==> src/rtl/vdp_sprite_meta_dma.sv <==
// Sprite metadata write sequencer: host writes always win, DMA words copied from a packed x/y/g table wait in a one-word buffer.
// Define VDP_SPRITE_DMA_HIDE_UNUSED_EN to add a FILL pass that hides the sprites the DMA did not copy.
module vdp_sprite_meta_dma #(
   parameter int unsigned SOURCE_AW = 16,
   parameter logic [15:0] HIDDEN_Y  = 16'h01E0
) (
   input  logic                 clk,
   input  logic                 reset_n,
   input  logic                 host_write_en,
   input  logic [2:0]           host_block_select,
   input  logic [7:0]           host_address,
   input  logic [15:0]          host_write_data,
   input  logic                 dma_start,
   input  logic                 dma_abort,
   input  logic [SOURCE_AW-1:0] dma_source_base,
   input  logic [8:0]           dma_count,
   output logic                 src_read_en,
   output logic [SOURCE_AW-1:0] src_read_address,
   input  logic [15:0]          src_read_data,
   input  logic                 src_data_valid,
   output logic [7:0]           meta_address,
   output logic [15:0]          meta_write_data,
   output logic [2:0]           meta_block_select,
   output logic                 meta_we,
   output logic                 dma_busy,
   output logic                 dma_done
);

   localparam logic [1:0] IDLE  = 2'd0;
   localparam logic [1:0] READ  = 2'd1;
   localparam logic [1:0] WRITE = 2'd2;
   localparam logic [1:0] FILL  = 2'd3;

   logic [1:0]           state_q, state_d;
   logic [SOURCE_AW-1:0] srcAddr_q, srcAddr_d;
   logic [8:0]           count_q, count_d;
   logic [8:0]           spriteId_q, spriteId_d;
   logic [1:0]           wordIdx_q, wordIdx_d;
   logic [15:0]          pendData_q, pendData_d;
   logic [7:0]           metaAddr_q, metaAddr_d;
   logic [15:0]          metaData_q, metaData_d;
   logic [2:0]           metaSel_q, metaSel_d;
   logic                 metaWe_q, metaWe_d;
   logic                 done_q, done_d;

   logic [8:0] effCount;
   logic [2:0] wordSel;
   logic       dmaReq;
   logic       dmaGrant;
   logic       lastWord;

   always_comb begin
      effCount = (dma_count > 9'd256) ? 9'd256 : dma_count;
      case (wordIdx_q)
         2'd0:    wordSel = 3'b001;
         2'd1:    wordSel = 3'b010;
         default: wordSel = 3'b100;
      endcase
      dmaReq   = (state_q == WRITE) || (state_q == FILL);
      dmaGrant = dmaReq && !host_write_en;
      lastWord = (wordIdx_q == 2'd2) && ((spriteId_q + 9'd1) == count_q);
   end

   // One grant per cycle into the registered meta port; the host is never stalled.
   always_comb begin
      metaWe_d   = host_write_en || dmaGrant;
      metaAddr_d = metaAddr_q;
      metaData_d = metaData_q;
      metaSel_d  = metaSel_q;
      if (host_write_en) begin
         metaAddr_d = host_address;
         metaData_d = host_write_data;
         metaSel_d  = host_block_select;
      end else if (dmaGrant) begin
         metaAddr_d = spriteId_q[7:0];
         metaData_d = (state_q == FILL) ? HIDDEN_Y : pendData_q;
         metaSel_d  = (state_q == FILL) ? 3'b010 : wordSel;
      end
   end

   always_comb begin
      state_d    = state_q;
      srcAddr_d  = srcAddr_q;
      count_d    = count_q;
      spriteId_d = spriteId_q;
      wordIdx_d  = wordIdx_q;
      pendData_d = pendData_q;
      done_d     = 1'b0;
      case (state_q)
         IDLE: begin
            if (dma_start) begin
               if (effCount == 9'd0) begin
                  done_d = 1'b1;
               end else begin
                  state_d    = READ;
                  srcAddr_d  = dma_source_base;
                  count_d    = effCount;
                  spriteId_d = 9'd0;
                  wordIdx_d  = 2'd0;
               end
            end
         end
         READ: begin
            if (src_data_valid) begin
               pendData_d = src_read_data;
               srcAddr_d  = srcAddr_q + SOURCE_AW'(1);
               state_d    = WRITE;
            end
         end
         WRITE: begin
            if (dmaGrant) begin
               if (wordIdx_q == 2'd2) begin
                  wordIdx_d  = 2'd0;
                  spriteId_d = spriteId_q + 9'd1;
               end else begin
                  wordIdx_d = wordIdx_q + 2'd1;
               end
               if (lastWord) begin
`ifdef VDP_SPRITE_DMA_HIDE_UNUSED_EN
                  if (count_q == 9'd256) begin
                     state_d = IDLE;
                     done_d  = 1'b1;
                  end else begin
                     state_d = FILL;
                  end
`else
                  state_d = IDLE;
                  done_d  = 1'b1;
`endif
               end else begin
                  state_d = READ;
               end
            end
         end
         default: begin
            if (dmaGrant) begin
               spriteId_d = spriteId_q + 9'd1;
               if (spriteId_q == 9'd255) begin
                  state_d = IDLE;
                  done_d  = 1'b1;
               end
            end
         end
      endcase
      // Abort wins over any transition but leaves the meta grant of this cycle intact.
      if (dma_abort && (state_q != IDLE)) begin
         state_d = IDLE;
         done_d  = 1'b0;
      end
   end

   always_ff @(posedge clk or negedge reset_n) begin
      if (!reset_n) begin
         state_q    <= IDLE;
         srcAddr_q  <= '0;
         count_q    <= '0;
         spriteId_q <= '0;
         wordIdx_q  <= '0;
         pendData_q <= '0;
         metaAddr_q <= '0;
         metaData_q <= '0;
         metaSel_q  <= '0;
         metaWe_q   <= 1'b0;
         done_q     <= 1'b0;
      end else begin
         state_q    <= state_d;
         srcAddr_q  <= srcAddr_d;
         count_q    <= count_d;
         spriteId_q <= spriteId_d;
         wordIdx_q  <= wordIdx_d;
         pendData_q <= pendData_d;
         metaAddr_q <= metaAddr_d;
         metaData_q <= metaData_d;
         metaSel_q  <= metaSel_d;
         metaWe_q   <= metaWe_d;
         done_q     <= done_d;
      end
   end

   assign src_read_en       = (state_q == READ);
   assign src_read_address  = srcAddr_q;
   assign meta_address      = metaAddr_q;
   assign meta_write_data   = metaData_q;
   assign meta_block_select = metaSel_q;
   assign meta_we           = metaWe_q;
   assign dma_busy          = (state_q != IDLE);
   assign dma_done          = done_q;

endmodule

==> config.mk <==
export PLATFORM = sky130hd
export DESIGN_NAME = vdp_sprite_meta_dma
export DESIGN_NICKNAME = d
export VERILOG_FILES = /design/src/rtl/vdp_sprite_meta_dma.sv
export SDC_FILE = /design/constraint.sdc
export NUM_CORES = 1
export LEC_CHECK = 0
export BUFFER_PORTS_ARGS = -buffer_cell sky130_fd_sc_hd__buf_2
export CORE_MARGIN = 2
export CORE_UTILIZATION = 48
export CTS_CLUSTER_DIAMETER = 60
export DETAILED_ROUTE_END_ITERATION = 8
export PLACE_DENSITY = 0.81
export RECOVER_POWER = 100
export SYNTH_ARGS = -nofsm -noshare
export SYNTH_HDL_FRONTEND = slang
export SYNTH_SLANG_ARGS = --single-unit
==> constraint.sdc <==
create_clock -name clk -period 2.2 [get_ports clk]
set_clock_uncertainty 0.1 [all_clocks]
set_input_delay 0.11 -clock clk [delete_from_list [all_inputs] [get_ports clk]]
set_output_delay 0.11 -clock clk [all_outputs]
set_load 0.05 [all_outputs]
Yosys cells after proc, flatten, opt, wreduce, memory -nomap -nowiden
Cells that the tools add are included.

$add $sub $neg: 3. Bitwise logic cells: 2. Muxes and demuxes: 42. Order comparisons: 1. Reductions and logical operators: 22. Equality and inequality tests: 16.

Operators with widths (count): 16-bit two-way mux (6); 9-bit two-way mux (6); 16-bit case mux with 2 select lines (1); 9-bit case mux with 3 select lines (1); 2-bit two-way mux (11); 16-bit by 1-bit adder with 16-bit output, second input constant (1); 8-bit two-way mux (2); 6-bit AND reduction (2); 2-bit nonzero test (5); 9-bit by 1-bit adder with 9-bit output, second input constant (1); 9-bit by 8-bit equality test with 1-bit output, second input constant (1); 9-bit equality test (1); 9-bit > comparator, second input constant (1); 9-bit zero test (1); 3-bit two-way mux (3); 1-bit two-way mux (8); 4-bit AND reduction (2); 2-bit equality test, second input constant (3); 2-bit != test, second input constant (3); 3-bit != test, second input constant (2); 2-bit case mux with 3 select lines (1); 3-bit case mux with 2 select lines (1); 5-bit nonzero test (1); 2-bit by 1-bit equality test with 1-bit output, second input constant (2); 14 further kinds (20).

Bits in registers: 83. Output and inout bits: 47. Bits of input ports: 74. Word-level logic and storage cells: 97.

Logic depth before layout (Yosys ltp)
Gate-level depths: netlist of the first run.

Depth in word-level cells: 7. Gate-level depth with buffers: 10. Depth with buffers taken out: 9.

Worst setup path before layout of the first run
OpenSTA, ideal clock, no wires.

Path kind: reg-to-reg. Start point: register state_q[1]. End point: register state_q[0]. Data required time: 2.013 ns. Data arrival time: 2.145 ns. Stages on the path, launching flop included: 9. Path buffers: 1. Setup time: 0.087 ns. Slack: -0.132 ns. Cells stage by stage: dfrtp_1 -> inv_1 -> ha_1 -> buf_2 -> nor2_1 -> a221oi_1 -> and3_1 -> o221ai_1 -> a31oi_1.

Elaborated cells on any way between the ends: 17. Classes of those cells: 7 x eq/ne; 2 x mux; 8 x reduce/logical.

RTL lines: start: declaration (line 34) `logic [1:0] state_q, state_d;`; start signal: assignment (line 166) `state_q <= state_d;`; 2-bit by 1-bit equality test with 1-bit output *; named net src_read_en (line 17) `output logic src_read_en,`; 3-bit by 1-bit != test with 1-bit output (no line) (tied with other cells); 6-bit AND reduction (no line) / 2-bit two-way mux (equally long branches).

The timed path passes the listed nets; every way through them passes the cells marked *. A chain may end at the register's enable or synchronous reset.

Final worst setup path of the first run
Start point: register spriteId_q[4]. End point: register done_q, in the netlist dma_done.

Word-level cells in the longest chain between the ends: 7. Elaborated cells on any way between the ends: 10. Classes of those cells: 1 x add/sub; 2 x eq/ne; 6 x mux; 1 x reduce/logical.

Ends and longest elaborated chain: start: declaration (line 37) `logic [8:0] spriteId_q, spriteId_d;`; start signal: assignment (line 169) `spriteId_q <= spriteId_d;`; 9-bit by 1-bit adder with 9-bit output (line 61) `lastWord = (wordIdx_q == 2'd2) && ((spriteId_q + 9'd1) == count_q);`; 9-bit equality test (line 61); 1-bit logical AND (line 61); 1-bit two-way mux (line 118) `if (lastWord) begin`; 1-bit two-way mux (line 111) `if (dmaGrant) begin`; 1-bit case mux with 3 select lines * (line 89) `case (state_q)`; 1-bit two-way mux * (line 146) `if (dma_abort && (state_q != IDLE)) begin`; named net done_d (line 44) `logic done_q, done_d;`; end signal: assignment (line 176) `done_q <= done_d;`; end: declaration (line 44).

Marked as above.

==> run summary, run 1 <==
The biggest area contributor in the post-synthesis netlist is sky130_fd_sc_hd__dfrtp_1. After synthesis the netlist holds a flip-flop and latch count of 83. The repair_antennas step left the layout with diodes totalling 0.

For the total core area, the log shows 9153 um^2. The number of antenna violations at the first check in global routing was 0. The tools report the endpoint of the most critical setup path as dma_done$_DFF_PN0_.

The run finished with clean final reports. For the worst setup path, the data arrival time is 2330 ps. The main flop type after synthesis is sky130_fd_sc_hd__dfrtp_1. The max-capacitance violation count is 0. The all-layer global routing usage was 0.2706; the starting density of the core was 0.4895. After filler insertion, the fill cell instance count of the layout stands at 670. In this run the worst setup path begins at spriteId_q[4]$_DFFE_PN0P_.

The actual transition at the worst max-transition pin works out to 1422 ps. The number of stages on the worst setup path came out at 9. TritonCTS built the clock tree.

The number of unique standard cell types used by synthesis was 60; the worst vdd rail ir drop was 753.4 uV. The number of max-slew violations in the final report is 0, and the number of warnings reported in the yosys synthesis log is 0. The HPWL after detailed placement is 8438 um.

The hold violation count in the final report was 0; the total via count in the routed design was 4,540. In the layout the commonest cells are sky130_fd_sc_hd__dfrtp_1, sky130_fd_sc_hd__buf_2, sky130_fd_sc_hd__dlygate4sd3_1, sky130_fd_sc_hd__nand2_1, sky130_fd_sc_hd__o21ai_0. The run gives 55.87 ps as the final critical-path setup slack. The fraction of registers with async set/reset works out to 1.000.

The library cell contributing the largest single delay on the critical path is sky130_fd_sc_hd__dfrtp_1. The run gives 4,544 as the via count of the first global-routing pass. The run gives 0.4636 as the register area share after synthesis. The mean routed wirelength per cell was 17.63 um; the floorplan row count was 35.

The final critical path time including I/O delays and setup is 2144 ps. The final layout contains routed wiring with a total length of 13,710 um. The net count of the finished layout is 743. The pre-antenna-repair detailed-routing pass consisted of 5 iterations. During placement, the flow inserted port buffers numbering 120. The cell count after synthesis came out at 462. The share of cells above drive strength 1 is 0.2429, and the die span in x is 100.6 um. From synthesis to final layout, the design area changed by 37.75%. Clock latency at the later pin of the worst-skew pair: 350 ps. The die is 100.6 um tall. Setup repair after global routing could not meet its margin everywhere. Power per cell area: 1385 nW/um^2. Grouping stages by cell kind, the critical path spends the most delay in simple AND/OR/NAND/NOR gates. In this run the register-to-register setup slack is 60 ps. The number of nets in the synthesized netlist is 543. The residual DRC count is 0, and the total power is 8.547 mW.

Entering global routing, the biggest net connects 57 pins. Pin placement for this block handled 121 I/O pins. In this design, the stage delay of the slowest critical-path cell is 390 ps. Routability-driven placement finished with a final weighted congestion of 0.9667. The reg-to-reg critical path endpoint is dma_done$_DFF_PN0_. In this run the number of H-tree levels came out at 3.

The top-area cell type share of the netlist area came out at 0.4636. The area of the mapped netlist was 4481 um^2; the worst slew margin relative to its limit was 0.05219. For the worst setup path, the data required time is 2390 ps. The tools report the root cell of the clock tree as sky130_fd_sc_hd__clkbuf_8. Clock-pin slew was measured on the worst setup and hold paths at 100 ps.

The accumulated negative setup slack came out at 0 ps. Clock tree synthesis inserted a total of 9 buffers. The longest clock path from root to sink contains 2 buffers. The final-layout worst hold slack is 30.25 ps. The launch instance of the worst register-to-register path is spriteId_q[4]$_DFFE_PN0P_.

The worst setup path is launched from a register. The global-route wire length before repair is 21,780 um. The run gives 2.734 nW as the static leakage power. The remaining global-route overflow was 0; the post-place setup slack was 28.97 ps. The type of the setup path with the least slack is register to register. Counting flops with a built-in enable in the synthesized netlist gives 0.

Sorting the synthesized cells by area gives the leading types as sky130_fd_sc_hd__dfrtp_1, sky130_fd_sc_hd__o21ai_0, sky130_fd_sc_hd__mux2i_1, sky130_fd_sc_hd__nand2_1, sky130_fd_sc_hd__mux2_2. Counting every sink on the clock net gives 83. The count of buffering cells on the critical path with inverters included was 0; the top achievable clock speed was 466.4 MHz.

The run gives 254 as the violation count after the first detailed-route iteration. After synthesis, the mean cell area works out to 9.698 um^2. In this run the remaining antenna-violating nets after routing total 0. The floorplan step defined a die boundary enclosing 10,120 um^2.

The highest fanout seen on the critical path came out at 4. Walking the worst path, the cells encountered are and4_4 -> nand2_4 -> nor2_4 -> ha_4 -> xnor2_1 -> nor4_1 -> o211ai_1 -> a211oi_2 -> a31o_2. The number of cells on the worst reg-to-reg path is 9. The via density per instance is 5.835. Class of the tightest hold or removal check: primary input to register. The library cell used most frequently in the layout, excluding fill and tap cells, is sky130_fd_sc_hd__dfrtp_1. The final critical-path share of the clock period was 0.9746; the number of failing setup endpoints in the final timing report was 0. STA classifies the critical path endpoint as a register.
==> worst reg2reg max path: stages, from the launching register on <==
cell and delay (ps):
sky130_fd_sc_hd__dfrtp_1 390, sky130_fd_sc_hd__and4_4 280, sky130_fd_sc_hd__nand2_4 70, sky130_fd_sc_hd__nor2_4 100, sky130_fd_sc_hd__ha_4 210, sky130_fd_sc_hd__xnor2_1 120
sky130_fd_sc_hd__nor4_1 270, sky130_fd_sc_hd__o211ai_1 140, sky130_fd_sc_hd__a211oi_2 220, sky130_fd_sc_hd__a31o_2 190
==> where the power goes <==
| part | total, mW | switching (mW) | internal [mW] |
|---|---|---|---|
| clock network | 1.17 | 0.627 | 0.546 |
| registers | 2.64 | 0.515 | 2.12 |
| logic | 4.74 | 3.06 | 1.68 |
==> repair_timing <==
action	CTS	global route
gates cloned	0	0
pin swaps	2	6
buffers inserted	1	4
resized for setup	1	12
endpoints found under the setup margin	3	17
hold buffers	64	0
endpoints found under the hold margin	117	0
==> through the flow <==
step	instances	cell area, um^2	util
CTS	774	6166	0.6737
global route	778	6172	0.6744
finish	778	6172	0.6744
global placement	693	5308	0.5799
detailed placement	693	5308	0.5799
floorplan	462	4488	-
==> synthesized netlist by cell type, types with 6 or more instances <==
| cell | count |
|---|---|
| sky130_fd_sc_hd__dfrtp_1 | 83 |
| sky130_fd_sc_hd__nand2_1 | 54 |
| sky130_fd_sc_hd__o21ai_0 | 52 |
| sky130_fd_sc_hd__mux2i_1 | 23 |
| sky130_fd_sc_hd__a21oi_1 | 22 |
| sky130_fd_sc_hd__inv_1 | 17 |
| sky130_fd_sc_hd__mux2_2 | 17 |
| sky130_fd_sc_hd__clkbuf_1 | 14 |
| sky130_fd_sc_hd__nor2_1 | 13 |
| sky130_fd_sc_hd__nand3_1 | 12 |
| sky130_fd_sc_hd__nor3_1 | 11 |
| sky130_fd_sc_hd__buf_2 | 10 |
| sky130_fd_sc_hd__nand2b_1 | 10 |
| sky130_fd_sc_hd__a211oi_1 | 9 |
| sky130_fd_sc_hd__ha_1 | 7 |
| sky130_fd_sc_hd__a2bb2oi_1 | 6 |
| sky130_fd_sc_hd__a31oi_1 | 6 |
| sky130_fd_sc_hd__nand4_1 | 6 |
| sky130_fd_sc_hd__nor2b_1 | 6 |
| sky130_fd_sc_hd__nor4_1 | 6 |
| sky130_fd_sc_hd__o22ai_1 | 6 |
==> how the worst min path moves through the flow <==
stage	startpoint	endpoint	cells after the start
CTS	dma_source_base[4]	src_read_address[4]$_DFFE_PN0P_	3
detailed placement	reset_n	meta_address[0]$_DFFE_PN0P_	1
global route	dma_source_base[4]	src_read_address[4]$_DFFE_PN0P_	3
global placement	reset_n	meta_address[5]$_DFFE_PN0P_	1
finish	dma_source_base[4]	src_read_address[4]$_DFFE_PN0P_	3
floorplan	reset_n	count_q[0]$_DFFE_PN0P_	0
==> flip-flops by register name, summed over array words and instances, names as in the netlist <==
register,cells
meta_address,8
dma_done,1
count_q,9
spriteId_q,9
wordIdx_q,2
meta_write_data,16
src_read_address,16
pendData_q,16
meta_we,1
state_q,2
meta_block_select,3
==> metal layers <==
layer	global-route usage	up-vias	part of all wire
li1	-	2066	-
met1	0.3383	2189	0.39
met2	0.4600	243	0.51
met3	0.06796	42	0.079
met4	0.08641	0	0.027
met5	0	-	0
==> cell type report <==
type                    instances  area [um^2]  share of cell area
clock buffers                   9        123.9             0.02007
clock inverters                 7        83.83             0.01358
inverters                      18        67.56             0.01095
multi-input cells             330         2255              0.3653
flip-flops and latches         83         2077              0.3365
well taps                     111        138.9             0.02250
repair buffers                220         1426              0.2311
==> kinds of logic after synthesis <==
kind of cell	after synthesis	share of synthesized area
and+or+nand+nor	141	0.1659
AOI/OAI and AO/OA	132	0.1877
DFF	83	0.4636
buffers and inverters	49	0.04971
muxes	40	0.09411
xor gates and xnor gates	10	0.01955
adders and majority gates	7	0.01955
Power figures use the tool's default switching activity.
==> run 2, diff against run 1 <==
--- a/config.mk
+++ b/config.mk
@@ -10,8 +10,8 @@
 export CORE_UTILIZATION = 48
 export CTS_CLUSTER_DIAMETER = 60
 export DETAILED_ROUTE_END_ITERATION = 8
+export GPL_ROUTABILITY_DRIVEN = 0
 export PLACE_DENSITY = 0.81
-export RECOVER_POWER = 100
 export SYNTH_ARGS = -nofsm -noshare
 export SYNTH_HDL_FRONTEND = slang
 export SYNTH_SLANG_ARGS = --single-unit
==> run 2 against run 1 <==
Cell area up 0.91%; worst setup slack lost 44 ps; flip-flop and latch count is the same; clock power increased by 21%; first-iteration DRC count increased by 20%; final cell count is 0.77% lower; power grew 3.1%; maximum frequency decreased by 2.0%; critical path depth fell by 1; die area unchanged; largest cell class unchanged; largest power group unchanged.
==> run summary, run 2 (synthesized netlist as in run 1, its figures left out) <==
The flow ran to the end, and the final reports show no timing, DRC or antenna violations. The region available for standard cell placement spans 9153 um^2. Share of cells above drive strength 1: 0.3086.

The sequential cells in the finished layout cover a total of 2078 um^2. The internal power is 4.642 mW. The number of max-slew violations in the final report is 0.

The worst setup path is captured at a register. Traced cell by cell, the critical path runs through inv_1 -> ha_1 -> o21a_1 -> a2111o_1 -> buf_4 -> nor3_1 -> a21oi_1 -> o21ai_0. The post-route antenna net violation count is 0.

Final critical path time including I/O delays and setup: 2188 ps. Clock-pin slew was measured on the worst setup and hold paths at 90 ps. The remaining global-route overflow is 0, and the top achievable clock speed is 457.0 MHz. In this run, placement finished with an instance count of 691.

The die is 100.6 um wide. Count of buffering cells on the critical path with inverters included: 2. Counting every sink on the clock net gives 83. The share of total power in sequential cells was 0.300; the residual DRC count was 0. Among all stages on the critical path, the largest delay is contributed by sky130_fd_sc_hd__dfrtp_1. Setup violations remaining at the end of the flow were counted as 0.

For the routed wire length, the log shows 13,570 um. Startpoint type of the worst setup path: a register. The footprint of the multi-input gates is 2216 um^2. Port buffering added 120 buffers. TritonCTS built the clock tree. The worst slew margin relative to its limit is 0.5672. The total I/O pin count is 121. The repair_antennas step left the layout with diodes totalling 0. The worst register-to-register path has a setup slack of 10 ps.

In this run, the number of DRC markers left after iteration 0 of detailed routing was 304. After detailed routing, the average wire length per cell comes to 17.57 um. The top cell types in the final layout, fill and taps aside, are sky130_fd_sc_hd__buf_2, sky130_fd_sc_hd__dfrtp_1, sky130_fd_sc_hd__dlygate4sd3_1, sky130_fd_sc_hd__nand2_1, sky130_fd_sc_hd__o21ai_0.

The logs give 4.167 mW for the power spent charging and discharging nets and 8.809 mW for the total power. The longest clock path from root to sink contains 2 buffers. The proportion of total power due to net switching works out to 0.4730. Of all nets on the critical path, the largest fanout is 7. Once detailed placement completed, the half-perimeter wirelength came to 8324 um. The floorplan row count came out at 35. For the required time of the critical path, the log shows 2360 ps. Class of the tightest hold or removal check: primary input to register. Among cell families on the critical path, the largest total delay comes from compound AO/OA/AOI/OAI gates. Data arrives at the worst endpoint at 2350 ps. The tools report the clock group share of total power as 0.160.

The tree is rooted in a sky130_fd_sc_hd__clkbuf_8. The filler cell count came out at 616. The via density per instance came out at 5.855. For this run, the post-layout net count is 737.

The H-tree was split into 3 levels. The all-layer global routing usage was 0.2698. In this design, the stage delay of the slowest critical-path cell is 420 ps. The logs give 0 for the hold violation count in the final report and 7 for the detailed-routing iteration count for the pre-antenna-repair pass. VDD sags by at most 725.2 uV.

Measured along the y axis, the die boundary spans 100.6 um. The area growth from synthesis to final layout is 39.01%. The run gives 0 as the number of antenna violations at the first check in global routing. The type of the setup path with the least slack was register to register. Across the run, the number of max-cap violations was 0.

The final critical-path share of the clock period was 0.9947. The power per cell area was 1414 nW/um^2. At the pin with the least slew margin, the transition time is 649.1 ps.

The tools report the clock latency at the later pin of the worst-skew pair as 360 ps. The number of cells in the finished layout apart from fillers was 772. In this run the static leakage power is 2.868 nW. The die covers 10,120 um^2. Starting density of the core: 0.4895.

Global-route wire length before repair: 21,520 um. The tools report the total via count in the routed design as 4,520. Pin count of the biggest net entering global routing: 52. Buffers inserted during clock tree synthesis total 9. For the relative contribution of combinational cells to total power, the log shows 0.540.

The via count of the first global-routing pass was 4,479. Leaving out fill and tap cells, the most frequent cell in the layout is sky130_fd_sc_hd__buf_2.
[run 2: cell types whose count changed in the layout (fill, tap and decap cells not counted), sizes merged]
cell	previous run	this run
buf	98	150
clkinvlp	1	0
clkinv	3	1
bufinv	1	3
inv	20	21
clkbuf	67	9
[run 2: through the flow]
step                hold slack, ps  cell area [um^2]  setup TNS, ps  utilization  worst slack, ps
finish                       21.30              6228              0       0.6805            11.62
global route                 45.37              6228         -106.1       0.6805           -93.18
CTS                          10.68              6195              0       0.6768            14.01
detailed placement           89.36              5293         -90.68       0.5783           -48.57
global placement             83.91              5293              0       0.5783            95.14
floorplan                   -285.6              4488              0            -            23.92
[run 2: final timing paths]
check	startpoint	to	cells after the start
setup / recovery	state_q[0]$_DFFE_PN0P_	spriteId_q[3]$_DFFE_PN0P_	8
hold / removal	dma_source_base[7]	src_read_address[7]$_DFFE_PN0P_	3
setup reg to reg	state_q[0]$_DFFE_PN0P_	spriteId_q[3]$_DFFE_PN0P_	8
hold reg to reg	pendData_q[3]$_DFFE_PN0P_	pendData_q[3]$_DFFE_PN0P_	1
max in group asynchronous	reset_n	src_read_address[7]$_DFFE_PN0P_	3
min in group asynchronous	reset_n	spriteId_q[3]$_DFFE_PN0P_	2
[run 2: power groups by stage]
stage / Clock, mW / Sequential, mW / Combinational (mW)
floorplan: 0 / 3.50 / 2.43
global placement: 0 / 2.59 / 4.38
detailed placement: 0 / 2.63 / 4.51
CTS: 1.42 / 2.60 / 4.63
global route: 1.48 / 2.72 / 5.09
finish: 1.41 / 2.65 / 4.75
[run 2: final cells by class]
cell class	instances	area share
flip-flops and latches	83	0.3337
clock inverters	7	0.02089
repair buffers	214	0.2364
clock buffers	9	0.01989
well taps	111	0.02230
multi-input cells	330	0.3558
inverters	18	0.01105
[run 2: routing by layer]
metal	vias up	GRT usage	wire length, um
li1	2053	-	-
met2	245	0.4497	6838
met5	-	0	0
met3	44	0.05617	1018
met1	2178	0.3357	5281
met4	0	0.1264	425
[run 2: repair_timing]
item	in CTS	in global routing
buffers inserted	0	1
endpoints found under the hold margin	111	0
pin swaps	1	2
resized for setup	2	8
endpoints found under the setup margin	3	14
hold buffers	64	0
[run 2: tightest hold or removal path, delay by kind of cell]
kind	cells	cell delay, ps
compound gates	2	240
buf+inv	1	90
==> run 3, diff against run 2 <==
--- a/config.mk
+++ b/config.mk
@@ -7,11 +7,11 @@
 export LEC_CHECK = 0
 export BUFFER_PORTS_ARGS = -buffer_cell sky130_fd_sc_hd__buf_2
 export CORE_MARGIN = 2
-export CORE_UTILIZATION = 48
+export CORE_UTILIZATION = 40
 export CTS_CLUSTER_DIAMETER = 60
 export DETAILED_ROUTE_END_ITERATION = 8
 export GPL_ROUTABILITY_DRIVEN = 0
-export PLACE_DENSITY = 0.81
+export PLACE_DENSITY = 0.7
 export SYNTH_ARGS = -nofsm -noshare
 export SYNTH_HDL_FRONTEND = slang
 export SYNTH_SLANG_ARGS = --single-unit
==> run 3 against run 2 <==
Global-route usage is 5.1 points lower; combinational power rose by 2%; first-iteration DRC count up 3.6%; flip-flop and latch count stayed put; the flow now finishes with violations (negative setup slack); worst setup slack got worse by 71 ps; register-to-register slack got worse by 70 ps.
==> run summary, run 3 (synthesized netlist as in run 1, its figures left out) <==
Timing analysis after detailed placement gives a worst setup slack of -35.89 ps. TritonCTS built the clock tree. In this run the critical register-to-register path is captured at state_q[0]$_DFFE_PN0P_. After detailed routing, the average wire length per cell comes to 16.30 um.

Filler cell count: 919. In this run the power density over the cells is 1358 nW/um^2. The residual DRC count was 0.

The top cell types in the final layout, fill and taps aside, are sky130_fd_sc_hd__buf_2, sky130_fd_sc_hd__dfrtp_1, sky130_fd_sc_hd__dlygate4sd3_1, sky130_fd_sc_hd__nand2_1, sky130_fd_sc_hd__o21ai_0. The required time of the critical path was 2340 ps. Summing all placed instances gives a cell area of 5349 um^2. In this run the number of H-tree levels came out at 3. The run finished, with violations left. After the last flow step, the layout net total stands at 746. The worst hold path begins at dma_source_base[7]. Detailed routing placed a total of 888 um of wire on met3.

The run gives 6501 um as the sum of met2 wire segment lengths after detailed routing. The class of the tightest hold or removal check was primary input to register. The tools report the starting density of the core as 0.4115. In this run the vertical extent of the chip is 109.8 um.

For the relative contribution of combinational cells to total power, the log shows 0.563. The area growth from synthesis to final layout came out at 41.02%. The internal power was 4.436 mW. VDD sags by at most 729.6 uV. The logs give -59.45 ps for the final critical-path setup slack and 20,730 um for the global-route wire length before repair. The floorplan step set the die width to 109.8 um.

Data arrives at the worst endpoint at 2400 ps. The total area inside the core boundary comes to 10,890 um^2. Summed over all nets, the switching power comes to 4.147 mW. Setup total negative slack on the finished layout was measured at -118.0 ps. The proportion of total power due to net switching is 0.4832, and the sum of routed wire segments on met1 is 5630 um. In this run the critical register-to-register path is launched from spriteId_q[4]$_DFFE_PN0P_. Worst slew margin relative to its limit: 0.5806. The top achievable clock speed is 442.6 MHz. The routed wire length is 13,200 um.

Summing over every cut layer, the via total after detailed routing is 4,364. In this run the deepest clock path goes through 2 buffers. The tools report the number of antenna violations at the first check in global routing as 0. The checks that failed: negative setup slack.

The final critical-path share of the clock period is 1.027, and the hold violation count in the final report is 0. After detailed placement, the design holds a cell count of 721. The first detailed-routing pass took 4 iterations. 121 I/O pins were placed. For the static leakage power, the log shows 2.890 nW. The worst hold path was traced through 3 stages. The total power is 8.584 mW. The finished cells cover 6319 um^2. The count of nets left with antenna violations once routing finished came out at 0.

By startpoint and endpoint, the worst setup path is classified as register to register. The clock transition time at the flip-flop clock pins of the worst setup and hold paths was 100 ps. The sequential cells in the finished layout cover a total of 2077 um^2. In the routed layout, each cell is associated on average with a via count of 5.388. The max-capacitance violation count was 0; the final core area utilization was 0.5803. The floorplan has 38 rows.

The wire-length estimate of the detail-placed layout is 8621 um. The terminating pin of the worst hold path was src_read_address[7]$_DFFE_PN0P_. For the worst-skew pair, the clock arrives at the later sink with an insertion delay of 360 ps. Highest metal layer used by the detailed router: met4.

The diode insertion count for antenna repair is 0, and the number of sinks handled by clock tree synthesis is 83. The root cell of the clock tree was sky130_fd_sc_hd__clkbuf_8. The number of cells traversed by the worst register-to-register path works out to 9. TritonCTS created 9 clock buffers.

The count of buffers inserted at the top-level ports works out to 120. The finished layout holds 810 standard cells, fillers aside. Leaving out fill and tap cells, the most frequent cell in the layout is sky130_fd_sc_hd__buf_2. Critical path endpoint category: a register.

The share of cells above drive strength 1 was 0.3194. The via count of the first global-routing pass is 4,276. The highest fanout seen on the critical path was 4.

The tools report the share of total power in sequential cells as 0.304. Subtracting the final worst setup slack from the clock period gives 2259 ps. The clock group share of total power came out at 0.133. The final-layout worst hold slack is 29.32 ps, and the area of the die is 12,060 um^2. In this run, the number of DRC markers left after iteration 0 of detailed routing was 315.

For the pin with the worst max-slew slack, the measured transition is 629.1 ps. Setup repair after global routing could not meet its margin everywhere. Number of max-slew violations in the final report: 0. The number of failing setup endpoints in the final timing report is 2, and the slack of the worst reg-to-reg path is -60 ps. Entering global routing, the biggest net connects 48 pins.

The tools report the source of the critical timing path as spriteId_q[4]$_DFFE_PN0P_. The remaining global-route overflow came out at 0. The worst setup path is launched from a register.

The multi-input combinational cells in the finished layout cover a total of 2243 um^2. The all-layer global routing usage came out at 0.2192.
==> run 3: critical path, stage by stage, from the launching register on <==
cell	delay (ps)
sky130_fd_sc_hd__dfrtp_1	380
sky130_fd_sc_hd__and4_4	260
sky130_fd_sc_hd__nand2_4	60
sky130_fd_sc_hd__nor2_4	100
sky130_fd_sc_hd__ha_4	210
sky130_fd_sc_hd__xnor2_1	130
sky130_fd_sc_hd__nor4_2	310
sky130_fd_sc_hd__o211ai_1	180
sky130_fd_sc_hd__a211oi_2	270
sky130_fd_sc_hd__a31oi_1	140
==> run 3: how the worst max path moves through the flow <==
stage,end,depth (start not counted)
6_report,state_q[0]$_DFFE_PN0P_,9
5_1_grt,state_q[0]$_DFFE_PN0P_,9
3_3_place_gp,state_q[0]$_DFFE_PN0P_,9
4_1_cts,state_q[0]$_DFFE_PN0P_,9
2_1_floorplan,state_q[0]$_DFFE_PN0P_,8
3_5_place_dp,state_q[0]$_DFFE_PN0P_,9
==> run 3: routing by layer <==
metal  global-route usage  vias to the layer above
met1               0.2791                     2106
li1                     -                     2076
met5                    0                        -
met2               0.3690                      163
met3              0.05928                       19
met4              0.05515                        0
==> run 3: layout make-up <==
| class | count | share of cell area |
|---|---|---|
| multi-input cells | 330 | 0.3550 |
| inverters | 18 | 0.01069 |
| flip-flops and latches | 83 | 0.3287 |
| clock buffers | 9 | 0.01960 |
| clock inverters | 7 | 0.01208 |
| well taps | 140 | 0.02772 |
| repair buffers | 223 | 0.2461 |
==> run 3: power groups by stage <==
stage                     sequential (mW)  combinational (mW)  clock [mW]
after CTS                            2.59                4.66        1.17
final                                2.61                4.83        1.15
after global placement               2.57                4.46           0
after detailed placement             2.61                4.56           0
after global routing                 2.68                5.20        1.23
after floorplan                      3.50                2.43           0
==> run 3: timing repair <==
item	4_1_cts	5_1_grt
setup endpoints to repair	3	16
buffers inserted	0	8
gates resized for setup	2	11
cloned	0	0
hold buffers	65	0
hold endpoints to repair	108	0
pin swaps	3	8
